$ cat src/rtl/window3x3_gen_pkg.sv
// Shared types and constants for the 3x3 convolution datapath.
// Latency: n/a (declarations only).
// Backpressure: n/a.
package window3x3_gen_pkg;

    localparam int PIX_W     = 8;
    localparam int DEF_IMG_W = 64;
    localparam int DEF_IMG_H = 64;

    typedef logic [PIX_W-1:0] pix_t;

    // Nine window words, index 0 = p1 (top-left) ... index 8 = p9 (bottom-right).
    typedef pix_t [8:0] win3x3_t;

endpackage

$ cat src/rtl/window3x3_gen_line_buffer.sv
// Single-address line buffer: combinational read, synchronous write at the same address.
// Latency: read is combinational; written data is visible from the next cycle.
// Backpressure: none; the write enable is driven every accepted pixel.
module line_buffer #(
    parameter int DEPTH = 64,
    parameter int W     = 16,
    localparam int AW   = (DEPTH > 1) ? $clog2(DEPTH) : 1
) (
    input  logic          clk,
    input  logic          we,
    input  logic [AW-1:0] addr,
    input  logic [W-1:0]  wdata,
    output logic [W-1:0]  rdata
);

    logic [W-1:0] mem [DEPTH];

    // Read returns the old contents even when a write to the same address is pending.
    assign rdata = mem[addr];

    // Storage update; contents are never cleared, as nothing reads them before they are rewritten.
    always_ff @(posedge clk) begin
        if (we) begin
            mem[addr] <= wdata;
        end
    end

endmodule

$ cat src/rtl/window3x3_gen.sv
// Raster pixel stream to sliding 3x3 window, no border padding.
// Latency: 1 cycle from accepted pixel to its window on p1..p9 / win_valid.
// Backpressure: none; one pixel per clock is accepted whenever pix_valid is high.
module window3x3_gen
    import window3x3_gen_pkg::*;
#(
    parameter int IMG_W = DEF_IMG_W,
    parameter int IMG_H = DEF_IMG_H,
    parameter int DW    = PIX_W
) (
    input  logic          clk,
    input  logic          rst,
    input  logic [DW-1:0] pix_in,
    input  logic          pix_valid,
    input  logic          sof,
    output logic [DW-1:0] p1,
    output logic [DW-1:0] p2,
    output logic [DW-1:0] p3,
    output logic [DW-1:0] p4,
    output logic [DW-1:0] p5,
    output logic [DW-1:0] p6,
    output logic [DW-1:0] p7,
    output logic [DW-1:0] p8,
    output logic [DW-1:0] p9,
    output logic          win_valid,
    output logic          frame_done
);

    localparam int CW = $clog2(IMG_W);
    localparam int RW = $clog2(IMG_H);
    localparam logic [CW-1:0] COL_LAST = CW'(IMG_W - 1);
    localparam logic [RW-1:0] ROW_LAST = RW'(IMG_H - 1);

    logic [CW-1:0] col;
    logic [RW-1:0] row;
    logic [CW-1:0] col_eff;
    logic [RW-1:0] row_eff;
    win3x3_t       win_q;

    logic [2*DW-1:0] lb_rd;
    logic [2*DW-1:0] lb_wr;
    logic [DW-1:0]   lb0_rd;
    logic [DW-1:0]   lb1_rd;
    logic            lb_we;

    // sof forces the pixel to (0,0), discarding whatever partial frame the counters track.
    always_comb begin
        col_eff = col;
        row_eff = row;
        if (sof) begin
            col_eff = '0;
            row_eff = '0;
        end
    end

    // Both line buffers share one address, so they live in a single double-width array:
    // low half is row r-1, high half is row r-2, which is fed from the old row r-1 value.
    assign lb0_rd = lb_rd[DW-1:0];
    assign lb1_rd = lb_rd[2*DW-1:DW];
    assign lb_wr  = {lb0_rd, pix_in};
    assign lb_we  = pix_valid && rst;

    line_buffer #(
        .DEPTH (IMG_W),
        .W     (2 * DW)
    ) u_lb (
        .clk   (clk),
        .we    (lb_we),
        .addr  (col_eff),
        .wdata (lb_wr),
        .rdata (lb_rd)
    );

    // Counters, window shift register and registered valid/done flags.
    always_ff @(posedge clk) begin
        if (!rst) begin
            col        <= '0;
            row        <= '0;
            win_q      <= '0;
            win_valid  <= 1'b0;
            frame_done <= 1'b0;
        end else if (pix_valid) begin
            win_q      <= {pix_in, win_q[8], win_q[7],
                           lb0_rd, win_q[5], win_q[4],
                           lb1_rd, win_q[2], win_q[1]};
            // Columns 0/1 hold stale pixels from the previous line, so they never qualify.
            win_valid  <= (row_eff >= RW'(2)) && (col_eff >= CW'(2));
            frame_done <= (row_eff == ROW_LAST) && (col_eff == COL_LAST);
            if (col_eff == COL_LAST) begin
                col <= '0;
                row <= (row_eff == ROW_LAST) ? '0 : row_eff + RW'(1);
            end else begin
                col <= col_eff + CW'(1);
                row <= row_eff;
            end
        end else begin
            win_valid  <= 1'b0;
            frame_done <= 1'b0;
        end
    end

    assign p1 = win_q[0];
    assign p2 = win_q[1];
    assign p3 = win_q[2];
    assign p4 = win_q[3];
    assign p5 = win_q[4];
    assign p6 = win_q[5];
    assign p7 = win_q[6];
    assign p8 = win_q[7];
    assign p9 = win_q[8];

endmodule

$ cat config.mk
export PLATFORM = sky130hd
export DESIGN_NAME = window3x3_gen
export DESIGN_NICKNAME = d
export VERILOG_FILES = /design/src/rtl/window3x3_gen_pkg.sv /design/src/rtl/window3x3_gen_line_buffer.sv /design/src/rtl/window3x3_gen.sv
export SDC_FILE = /design/constraint.sdc
export NUM_CORES = 1
export LEC_CHECK = 0
export BUFFER_PORTS_ARGS = -buffer_cell sky130_fd_sc_hd__buf_4
export CORE_MARGIN = 3
export CORE_UTILIZATION = 50
export CTS_CLUSTER_DIAMETER = 100
export DETAILED_ROUTE_END_ITERATION = 10
export PLACE_DENSITY = 0.65
export SLEW_MARGIN = 20
export SYNTH_ARGS = -nofsm -noshare
export SYNTH_HDL_FRONTEND = slang
export SYNTH_SLANG_ARGS = --single-unit
$ cat constraint.sdc
create_clock -name clk -period 3.3 [get_ports clk]
set_input_delay 0.33 -clock clk [delete_from_list [all_inputs] [get_ports clk]]
set_output_delay 0.33 -clock clk [all_outputs]
set_load 0.01 [all_outputs]
==> results.cfg <==
[synthesis]
synth-async-reset-ratio_pct = 0
yosysMostFrequentCell = edfxtp_1
yosysWarnings = 0
ys.flop_type = edfxtp_1
yosys.area.top_type = edfxtp_1
avgSynthCellArea_um2 = 15.7
yosys.area.top_type_share_pct = 70.7
synth_common_cells = 1024 x edfxtp_1, 293 x mux2i_1, 160 x nor2_1
yosysSeqAreaShare_pct = 74.6
ys_seq_elements = 1110
synth.area.top_cells = edfxtp_1 71%, mux2i_1 6.7%, dfxtp_1 4.0%, o21ai_0 1.7%, o22ai_1 1.4%
synth_cells = 2772
ys_types = 64
syn_area_um2 = 43500
syn-num-nets = 2786
synth_edf_count = 1024

[floorplanning]
rows = 107
design.die.area_um2 = 90600
dieWidth_um = 301
design.core.area_um2 = 85700
start_util_pct = 50.8
ios = 86
die_h_um = 301

[critical_path]
path_max_fanout = 18
crit_path_max_incr_delay_ns = 0.83
cp_data_required_time_ns = 3.89
crit_type = reg -> reg
cp_common_cell = buf_4
crit_chain = buf_4 -> buf_4 -> nand3b_1 -> buf_4 -> o22ai_1 -> a211oi_1 -> nor3_1 -> a31oi_1 -> a31oi_1
crit_start = col[2]$_SDFFE_PN0P_
worstPathArrival_ns = 3.89
crit_slowest_cell = nor3_1
crit_family = simple AND/OR/NAND/NOR gates
cp-end-kind = flop
r2r_start = col[2]$_SDFFE_PN0P_
critical_path_buf_inv_count = 3
cp-start-kind = flop

[global_routing]
grt_start_max_net_pins = 106
grt_pass1_wl_um = 180000
grt_pass1_vias = 25900
antenna_found_initial = 1
overflow = 0
track_usage_pct = 27.1

[placement]
io_buffers = 85
place_ws_ns = -0.0297
gp_congestion = 0.909
dp.final_hpwl_um = 73900
place_inst = 4011
placed_area_um2 = 46700

[sta]
finalMaxSlewViolations = 0
grt_setup_unrepaired = false
fin_crit_sh_pct = 99.9
hold_viol_final = 0
worst_pin_slew_ns = 1.19
report.final.setup_viol = 0
fin_ws_ns = 0.00308
fmax_mhz = 303
skew_ns = 0.0262
slew_headroom_pct = 20.7
min_period_ns = 3.30
fin_tns_setup_ns = 0

[detailed_routing]
via_count = 26900
first_pass_iters = 7
drc = 0
ant_nets = 0
routedWlPerCell_um = 29.6
wl_um = 125000
post_drt_via_cell_ratio = 6.38
drt-initial-drc-count = 3875

[clocking]
clock_sinks = 1110
cts_tree = done
cts_inserted_buffers = 107
cts_hold_buf = 0
path_clk_slew_ns = 0.06
cts_buffer_depth = 3
insertion_delay_ns = 0.68
clockRootBuffer = clkbuf_16
htreeDepth = 3

[finish]
fin_nets = 2992
drive_above_1_share_pct = 15.9
final.fill_count = 6431
fin_cells = 4209
fin_area_um2 = 50500
syn_to_final_growth_pct = 16.0

[pwr]
power_w = 0.0300
switching_share_pct = 20.7
p_comb_share_pct = 5.0
intPower_w = 0.0238
peakVddDrop_uv = 393
powerDensity_nw_per_um2 = 594
pwr-share-seq_pct = 51.9
clock_power_share_pct = 43.1
cellLeakagePower_nw = 16.6
p_sw_w = 0.00619

[outcome]
outcome = completed

[flow_run]
cap_violations = 0

[hold_path]
hold_path.class = in -> reg
holdCritStartpoint = rst
==> cells by family (layout without fill, tap and decap cells) <==
| logic type | after synthesis | count (layout) | share of synthesized area [%] |
|---|---|---|---|
| other cells | 0 | 1 | 0 |
| buf+inv | 254 | 545 | 2.57 |
| flops | 1110 | 1110 | 74.6 |
| fa+ha+maj | 2 | 2 | 0.0575 |
| compound gates | 662 | 662 | 10.4 |
| simple gates | 444 | 445 | 5.23 |
| mux | 300 | 300 | 7.10 |
==> layout by cell type (no fill, tap or decap), drive strengths merged, types with 55 or more instances in the layout <==
cell / synthesis / layout
clkbuf: 83 / 133
a31oi: 79 / 79
a22o: 56 / 56
a22oi: 75 / 75
edfxtp: 1024 / 1024
inv: 58 / 63
o21ai: 147 / 147
nand3b: 55 / 55
nor2b: 73 / 73
nand2: 67 / 67
o22ai: 100 / 100
dfxtp: 86 / 86
a221oi: 68 / 68
buf: 113 / 292
nor2: 161 / 162
mux2i: 293 / 293
==> per-stage QoR <==
stage               hold WS, ns  util (%)
floorplan                 0.429         -
global placement          0.457      54.5
detailed placement        0.509      54.5
CTS                      0.0377      58.8
global route             0.0676      58.9
finish                   0.0792      58.9
==> state kept, by name, indices dropped and copies added (netlist names), 6 cells and up <==
signal	cells
p4	8
p2	8
row	6
p6	8
p7	8
p5	8
col	6
p1	8
p9	8
p3	8
p8	8
u_lb.mem	1024
==> worst register-to-register path, cell delays in order, from the launching register on <==
cell and delay, ns:
dfxtp_4 0.34, buf_4 0.20, buf_4 0.26, nand3b_1 0.35, buf_4 0.37, o22ai_1 0.22, a211oi_1 0.11, nor3_1 0.83
a31oi_1 0.31, a31oi_1 0.24
==> final timing paths <==
| path | to | slack [ns] | depth (start not counted) |
|---|---|---|---|
| worst max-delay path | p3[3]$_SDFFE_PN0P_ | 0.003 | 9 |
| worst max register to register | p3[3]$_SDFFE_PN0P_ | 0.003 | 9 |
| worst min-delay path | p3[6]$_SDFFE_PN0P_ | 0.08 | 3 |
| worst min register to register | row[0]$_SDFFE_PN0P_ | 0.52 | 2 |
==> layer usage <==
| metal | track usage, % | share of wire [%] |
|---|---|---|
| met1 | 39.2 | 40 |
| met2 | 42.0 | 46 |
| met3 | 4.48 | 9.9 |
| met4 | 9.63 | 3.2 |
| met5 | 0 | 0 |
==> area by class of cell <==
| type | instances | area, µm² | share of cell area, % |
|---|---|---|---|
| flip-flops and latches | 1110 | 32500 | 64.4 |
| multi-input cells | 1409 | 10000 | 19.8 |
| clock buffers | 133 | 2830 | 5.60 |
| repair buffers | 292 | 2630 | 5.21 |
| well taps | 1144 | 1430 | 2.84 |
| clock inverters | 62 | 878 | 1.74 |
| inverters | 58 | 220 | 0.436 |
| diodes | 1 | 2.50 | 0.00496 |
==> power by group through the flow <==
stage,registers [W],clock network [W],logic (W)
6_report,0.0156,0.0129,0.00149
5_1_grt,0.0156,0.0136,0.00157
4_1_cts,0.0156,0.0130,0.00147
3_5_place_dp,0.0159,0,0.00146
3_3_place_gp,0.0159,0,0.00143
2_1_floorplan,0.0159,0,0.000758
==> timing repair <==
action                     in CTS  in global routing
setup endpoints to repair       0                128
gates resized for setup         0                  2
buffers inserted                0                  0
Note: power is estimated with default switching activity, not from simulation.
